==> src/rtl/wave_cmd_ctrl.sv <==
// UART command decoder for the waveform datapath: stages changes in shadow registers, commits at I2S frame start.
// Latency: byte to cmd_err 1 cycle, byte to active outputs <= 1 frame; no backpressure, every rx byte is consumed.
module wave_cmd_ctrl #(
  parameter int unsigned ARG_TIMEOUT = 250000,
  parameter logic [3:0]  FREQ_RESET  = 4'd0,
  parameter bit          FRAME_SYNC  = 1'b1
) (
  input  logic       clk_i,
  input  logic       rst_n_i,
  input  logic [7:0] rx_data_i,
  input  logic       rx_valid_i,
  input  logic       frame_strobe_i,
  output logic [1:0] wave_sel_o,
  output logic       noise_en_o,
  output logic [3:0] freq_idx_o,
  output logic       cfg_update_o,
  output logic       cmd_err_o,
  output logic [7:0] err_count_o,
  output logic       busy_o
);

  localparam int unsigned TW = $clog2(ARG_TIMEOUT + 1);
  localparam logic [TW-1:0] TMO_LAST = TW'(ARG_TIMEOUT - 1);

  typedef enum logic {IDLE, WAIT_ARG} state_t;

  state_t        state_q, state_d;
  logic [TW-1:0] timer_q, timer_d;
  logic [1:0]    sh_wave_q, sh_wave_d;
  logic          sh_noise_q, sh_noise_d;
  logic [3:0]    sh_freq_q, sh_freq_d;
  logic          pending_q, pending_d;
  logic          set_pend;
  logic          commit;
  logic [1:0]    wave_q;
  logic          noise_q;
  logic [3:0]    freq_q;
  logic          cfg_q;
  logic          err_q, err_d;
  logic [7:0]    err_cnt_q, err_cnt_d;
  logic          busy_q, busy_d;

  always_comb begin
    state_d    = state_q;
    timer_d    = timer_q;
    sh_wave_d  = sh_wave_q;
    sh_noise_d = sh_noise_q;
    sh_freq_d  = sh_freq_q;
    set_pend   = 1'b0;
    err_d      = 1'b0;
    unique case (state_q)
      IDLE: begin
        if (rx_valid_i) begin
          case (rx_data_i)
            8'h57: begin sh_wave_d = 2'b00; set_pend = 1'b1; end
            8'h51: begin sh_wave_d = 2'b01; set_pend = 1'b1; end
            8'h54: begin sh_wave_d = 2'b10; set_pend = 1'b1; end
            8'h53: begin sh_wave_d = 2'b11; set_pend = 1'b1; end
            8'h4E: begin sh_noise_d = 1'b1; set_pend = 1'b1; end
            8'h46: begin sh_noise_d = 1'b0; set_pend = 1'b1; end
            8'h41: begin state_d = WAIT_ARG; timer_d = '0; end
            8'h0D, 8'h0A: ;
            default: err_d = 1'b1;
          endcase
        end
      end
      WAIT_ARG: begin
        timer_d = timer_q + TW'(1);
        // A byte arriving on the timeout cycle wins over the timeout.
        if (rx_valid_i) begin
          state_d = IDLE;
          if (rx_data_i >= 8'h30 && rx_data_i <= 8'h39) begin
            sh_freq_d = rx_data_i[3:0];
            set_pend  = 1'b1;
          end else begin
            err_d = 1'b1;
          end
        end else if (timer_q == TMO_LAST) begin
          err_d   = 1'b1;
          state_d = IDLE;
        end
      end
      default: state_d = IDLE;
    endcase

    // Commit copies the shadow values from before this cycle's byte.
    commit    = FRAME_SYNC ? (frame_strobe_i && pending_q) : pending_q;
    pending_d = set_pend || (pending_q && !commit);
    busy_d    = (state_d == WAIT_ARG) || pending_d;
    err_cnt_d = (err_d && err_cnt_q != 8'hFF) ? err_cnt_q + 8'd1 : err_cnt_q;
  end

  always_ff @(posedge clk_i) begin
    if (!rst_n_i) begin
      state_q    <= IDLE;
      timer_q    <= '0;
      sh_wave_q  <= 2'b00;
      sh_noise_q <= 1'b0;
      sh_freq_q  <= FREQ_RESET;
      pending_q  <= 1'b0;
      wave_q     <= 2'b00;
      noise_q    <= 1'b0;
      freq_q     <= FREQ_RESET;
      cfg_q      <= 1'b0;
      err_q      <= 1'b0;
      err_cnt_q  <= 8'd0;
      busy_q     <= 1'b0;
    end else begin
      state_q    <= state_d;
      timer_q    <= timer_d;
      sh_wave_q  <= sh_wave_d;
      sh_noise_q <= sh_noise_d;
      sh_freq_q  <= sh_freq_d;
      pending_q  <= pending_d;
      cfg_q      <= commit;
      err_q      <= err_d;
      err_cnt_q  <= err_cnt_d;
      busy_q     <= busy_d;
      if (commit) begin
        wave_q  <= sh_wave_q;
        noise_q <= sh_noise_q;
        freq_q  <= sh_freq_q;
      end
    end
  end

  assign wave_sel_o   = wave_q;
  assign noise_en_o   = noise_q;
  assign freq_idx_o   = freq_q;
  assign cfg_update_o = cfg_q;
  assign cmd_err_o    = err_q;
  assign err_count_o  = err_cnt_q;
  assign busy_o       = busy_q;

endmodule
==> config.mk <==
export PLATFORM = sky130hd
export DESIGN_NAME = wave_cmd_ctrl
export DESIGN_NICKNAME = d
export VERILOG_FILES = /design/src/rtl/wave_cmd_ctrl.sv
export SDC_FILE = /design/constraint.sdc
export NUM_CORES = 1
export LEC_CHECK = 0
export ABC_AREA = 1
export CAP_MARGIN = 20
export CORE_AREA = 2 2 66 68
export CTS_BUF_LIST = sky130_fd_sc_hd__clkbuf_2
export CTS_CLUSTER_SIZE = 25
export DETAILED_ROUTE_END_ITERATION = 10
export DIE_AREA = 0 0 68 70
export PLACE_DENSITY = 0.84
export SYNTH_ARGS = -nofsm -noshare
export SYNTH_HDL_FRONTEND = slang
export SYNTH_SLANG_ARGS = --single-unit
export TNS_END_PERCENT = 50
==> constraint.sdc <==
create_clock -name clk_i -period 3.6 [get_ports clk_i]
set_input_delay 0.9 -clock clk_i [delete_from_list [all_inputs] [get_ports clk_i]]
set_output_delay 0.9 -clock clk_i [all_outputs]
set_load 0.1 [all_outputs]
# Word-level counts from Yosys, hierarchy flattened
# Index checks and enable logic that the tools add are counted.
# totals
n_memories	0
wordCells	67
reg_bits	45
latchBits	0
ram_bits	0
romBits	0
output_inout_bits	18
input_bits	12
# op_classes
n_shift	0
n_addsub	2
n_eq_ne	13
n_mux	21
magnitude_cmp	2
multipliers	0
reduce_logical	15
bitwise_logic	1
div_mod_pow	0
# ops
cell	n
== test 8 x 7 -> 1 bit (second input constant)	7
two-way mux 18 bit	2
one-hot mux 18 bit (2 select lines)	1
adder 18 x 1 -> 18 bit (second input constant)	1
== test 18 bit (second input constant)	1
== test 8 x 4 -> 1 bit (second input constant)	2
two-way mux 1 bit	13
AND reduction 3 bit	3
OR reduction 9 bit	1
adder 8 x 1 -> 8 bit (second input constant)	1
greater-or-equal comparator 8 x 6 -> 1 bit (second input constant)	1
<= comparator 8 x 6 -> 1 bit (second input constant)	1
inequality test 8 bit (second input constant)	1
one-hot mux 1 bit (2 select lines)	4
one-hot mux 2 bit (4 select lines)	1
OR reduction 6 bit	1
logical AND 1 bit	4
nonzero test 4 bit	1
logical OR 1 bit	2
inequality test 2 x 1 -> 1 bit (second input constant)	1
inequality test 2 bit (second input constant)	1
AND reduction 2 bit	1
nonzero test 2 bit	1
zero test 1 bit	1
inverter 1 bit	1

# Logic depth before layout (Yosys ltp)
# depth
word_depth	7
depth_mapped	12
ltp_nobuf	11

# Worst setup path before layout
# Ideal clock, no wire load.
# synth_timing
path_type	flip-flop to flip-flop
start	register err_cnt_q[0], in the netlist err_count_o[0]
end	register err_cnt_q[2], in the netlist err_count_o[2]
path_buffers	0
arrival_time_ps	2258
period_less_slack_ps	2327
required_time_ps	3531
setup_slack_ps	1273
setup_ps	69
path_stages_with_launch	10
cell_sequence	dfxtp_1 ha_1 nand3_1 nor2_1 nand2_1 nor2_1 inv_2 nand2_1 nand2_1 a21oi_2
# synth_via
elab_chain_cells	2
word_cells_on_any_way	3
classes_between	add/sub: 1; eq/ne: 1; reduce/logical: 1
# synth_lines
item	line_no	text
start: declaration	40	logic [7:0] err_cnt_q, err_cnt_d;
start signal: assignment	117	err_cnt_q <= err_cnt_d;
parallel branches: the longest is 2 deep, another holds adder 8 x 1 -> 8 bit	--	
# Several ways; the timed one is not identified.
# A chain may end at the register's enable or synchronous reset.

# Worst setup path after layout
# layout_timing
start	register err_cnt_q[7], in the netlist err_count_o[7]
end	output err_count_o[7]
# layout_lines
item	line_no	text
end: declaration	18	output logic [7:0] err_count_o,
# No word-level cell between the ends.

==> results by group <==
Outcome
  • Result of the run: finished clean

Global route
  • GRT Util Overall: 22.8%
  • GRT overflow: 0
  • Antenna violations before repair: 0
  • Pin count of the biggest net entering global routing: 22
  • Via count of the first global-routing pass: 1964
  • Wire length of the first global-routing pass: 8.51 mm

Critical path
  • Crit path max-delay family: buffers and inverters
  • Critical path peak fanout: 3
  • Worst setup path class: reg -> out
  • Kind of capture point of the worst setup path: primary output
  • Startpoint class of the critical path: flip-flop
  • Crit path buf inv count: 1
  • Required time reported for the critical path endpoint: 2700 ps
  • Critical path arrival: 1950 ps
  • Critical path cell sequence: clkdlybuf4s50_1
  • Critical-path top delay cell: sky130_fd_sc_hd__clkdlybuf4s50_1
  • Maximum single-stage delay on the critical path: 1140 ps

Floorplanning
  • Placement Rows: 24
  • IO Pins: 30
  • Die Area: 0.00476 mm2
  • Vertical extent of the die: 70 um
  • Area inside the core boundary: 0.00414 mm2
  • Starting density of the core: 57.2%
  • Overall die width: 68 um

Clock network
  • Clock edge transition at the registers on the reported setup and hold paths: 210 ps
  • Number of H-tree branching levels: 2
  • Clock latency on the worst-skew pair: 420 ps
  • Total of hold buffers inserted after clock tree synthesis: 0
  • Number of sinks handled by clock tree synthesis: 45
  • TritonCTS clock tree: yes
  • CTS resizes: 0
  • Num CTS Buffers: 5
  • Number of setup buffers added after CTS: 0
  • Clock Tree Buf Depth: 2
  • Clock tree root buffer cell: sky130_fd_sc_hd__clkbuf_2

Power
  • Leakage: 1.08 nW
  • Internal power component: 0.652 mW
  • Share of power burned in registers: 57.6%
  • Pwr dens: 323 mW/mm2
  • Power share of the combinational group: 11.1%
  • Share of total power consumed by net switching: 26.1%
  • Proportion of power drawn by the clock network: 31.4%
  • Switch Pwr: 0.231 mW
  • Worst-case vdd ir drop: 0.000251 V

Placed design
  • RD Place Congestion: 0.838
  • Port Buf Inserts: 29
  • Detailed-placement wirelength estimate: 3.68 mm

Yosys
  • Flip-flop and latch count after synthesis: 45
  • Cell with the most instances after synthesis: sky130_fd_sc_hd__nand2_1
  • Portion of synthesized cell area occupied by the leading cell type: 38.0%
  • Main area contributors after synthesis: sky130_fd_sc_hd__dfxtp_1, sky130_fd_sc_hd__nand2_1, sky130_fd_sc_hd__nor2_1
  • Number of enable-type register cells in the synthesized netlist: 0
  • Synth cell types: 33
  • Sequential fraction of the synthesis area: 38.0%
  • Area of the mapped netlist: 0.00237 mm2
  • Cell type with the highest aggregate area in the netlist: sky130_fd_sc_hd__dfxtp_1
  • Most used DFF post-synth: sky130_fd_sc_hd__dfxtp_1
  • Cell types with the highest counts after synthesis: sky130_fd_sc_hd__nand2_1, sky130_fd_sc_hd__dfxtp_1, sky130_fd_sc_hd__nor2_1
  • Syn. warnings: 0
  • Syn Area/Cell: 7.05 um2
  • Cell count after synthesis: 336
  • Synthesized netlist net count: 350
  • Share of synthesized flip-flops with an asynchronous set or reset: 0%

Route
  • Met3 wire length: 226 um
  • Drt initial violations: 115
  • Routed wirelength normalized by instance count: 11.6 um
  • Initial DRT Pass Iterations: 4
  • Wire length on met1: 2.33 mm
  • Via count: 2196
  • Detailed-route DRC error count: 0
  • Length of routed met2 wiring: 2.24 mm
  • Highest layer used for signal routing: met4
  • Post-detailed-routing wire length: 4.86 mm
  • Antenna violation net count after detailed routing: 0
  • Mean number of vias per cell: 5.23

Cells and area
  • Fillcell total: 349
  • Diode insertion count for antenna repair: 0
  • Synthesis-to-finish area growth: 15.5%
  • Net total in the final layout: 381
  • Fraction of layout instances using a drive strength above 1: 14.9%

STA
  • Worst hold slack: 469 ps
  • Time the worst path needs with I/O delays and setup: 2850 ps
  • Setup repair after global routing missed its margin: false
  • Final sum of negative setup slack: 0 ps
  • Top achievable clock speed: 350 MHz
  • Clock skew after layout: 11.7 ps
  • Remaining max-slew budget at the tightest pin: 35.2%
  • Final period utilization: 79.3%
  • Final Max Slew Viols: 0
  • Least-Margin Pin Slew: 969 ps
  • Final setup violating endpoints: 0
  • Total count of hold-check failures in the final report: 0

Hold path
  • Worst min path class: reg -> reg

Job
  • Number of max-cap violations: 0
placed cells by master, fill, tap and decap left out, drive strengths merged:
master | Yosys | final
a21o | 1 | 1
xor2 | 5 | 5
nand4 | 8 | 8
a31o | 1 | 1
dfxtp | 45 | 45
nand3 | 29 | 29
nand2 | 76 | 76
bufinv | 0 | 1
ha | 2 | 2
o21bai | 2 | 2
o21ai | 24 | 24
a21oi | 37 | 37
or2 | 3 | 3
clkdlybuf4s50 | 0 | 22
nor3 | 9 | 9
and2 | 1 | 1
nor2 | 49 | 49
clkbuf | 3 | 6
clkinv | 3 | 4
buf | 3 | 8
o211ai | 1 | 1
inv | 34 | 34
power groups by stage:
stage / combinational, mW / clock (mW) / sequential (mW)
floorplan: 0.0409 / 0 / 0.546
global placement: 0.0967 / 0 / 0.518
detailed placement: 0.0979 / 0 / 0.518
CTS: 0.0980 / 0.282 / 0.508
global route: 0.106 / 0.299 / 0.509
finish: 0.0979 / 0.277 / 0.508
area by class of cell:
cell class	instances	area, um2	area share [%]
tap	52	65.1	2.38
inverter	37	139	5.08
timing repair buffer	30	280	10.2
clock buffer	6	30.0	1.10
multi-input combinational	248	1290	47.1
sequential	45	901	32.9
clock inverter	2	33.8	1.23
per-stage QoR:
step	setup WS (ps)	area (um2)	util (%)	total power, mW	std cells
5_1_grt	675	2740	66.0	0.914	420
3_3_place_gp	1030	2670	64.5	0.614	412
6_report	745	2740	66.0	0.883	420
3_5_place_dp	1010	2670	64.5	0.616	412
2_1_floorplan	1270	2370	-	0.587	336
4_1_cts	728	2740	66.0	0.888	420
final timing paths:
check / slack (ps) / startpoint / depth (start not counted) / end
worst min-delay path: 470 / sh_freq_q[1] / 2 / sh_freq_q[1]
worst min register to register: 470 / sh_freq_q[1] / 2 / sh_freq_q[1]
worst max-delay path: 750 / err_count_o[7] / 1 / err_count_o[7]
worst max register to register: 1700 / timer_q[0] / 10 / err_count_o[5]
worst reg2reg max path: cells and delay by family, from the launching register on:
kind | cells | cell delay (ps)
AOI/OAI and AO/OA | 1 | 50
DFF | 1 | 540
adders and majority gates | 1 | 260
and+or+nand+nor | 8 | 950
state kept, by name, indices dropped and copies added (netlist names):
signal,flops
cfg_update_o,1
busy_o,1
sh_wave_q,2
noise_en_o,1
timer_q,18
pending_q,1
cmd_err_o,1
state_q,1
sh_noise_q,1
err_count_o,8
freq_idx_o,4
wave_sel_o,2
sh_freq_q,4
metal layers:
metal  up-vias  track usage (%)
met5         -                0
met4         0             6.00
met3         5             5.31
met2        51             37.3
met1       981             29.9
li1       1159                -
kinds of logic after synthesis:
kind of cell               synth area share, %
DFF                                       38.0
AOI/OAI and AO/OA                         16.1
xor gates and xnor gates                  1.85
adders and majority gates                 1.06
and+or+nand+nor                           35.3
buffers and inverters                     7.61
Power figures use the tool's default switching activity.
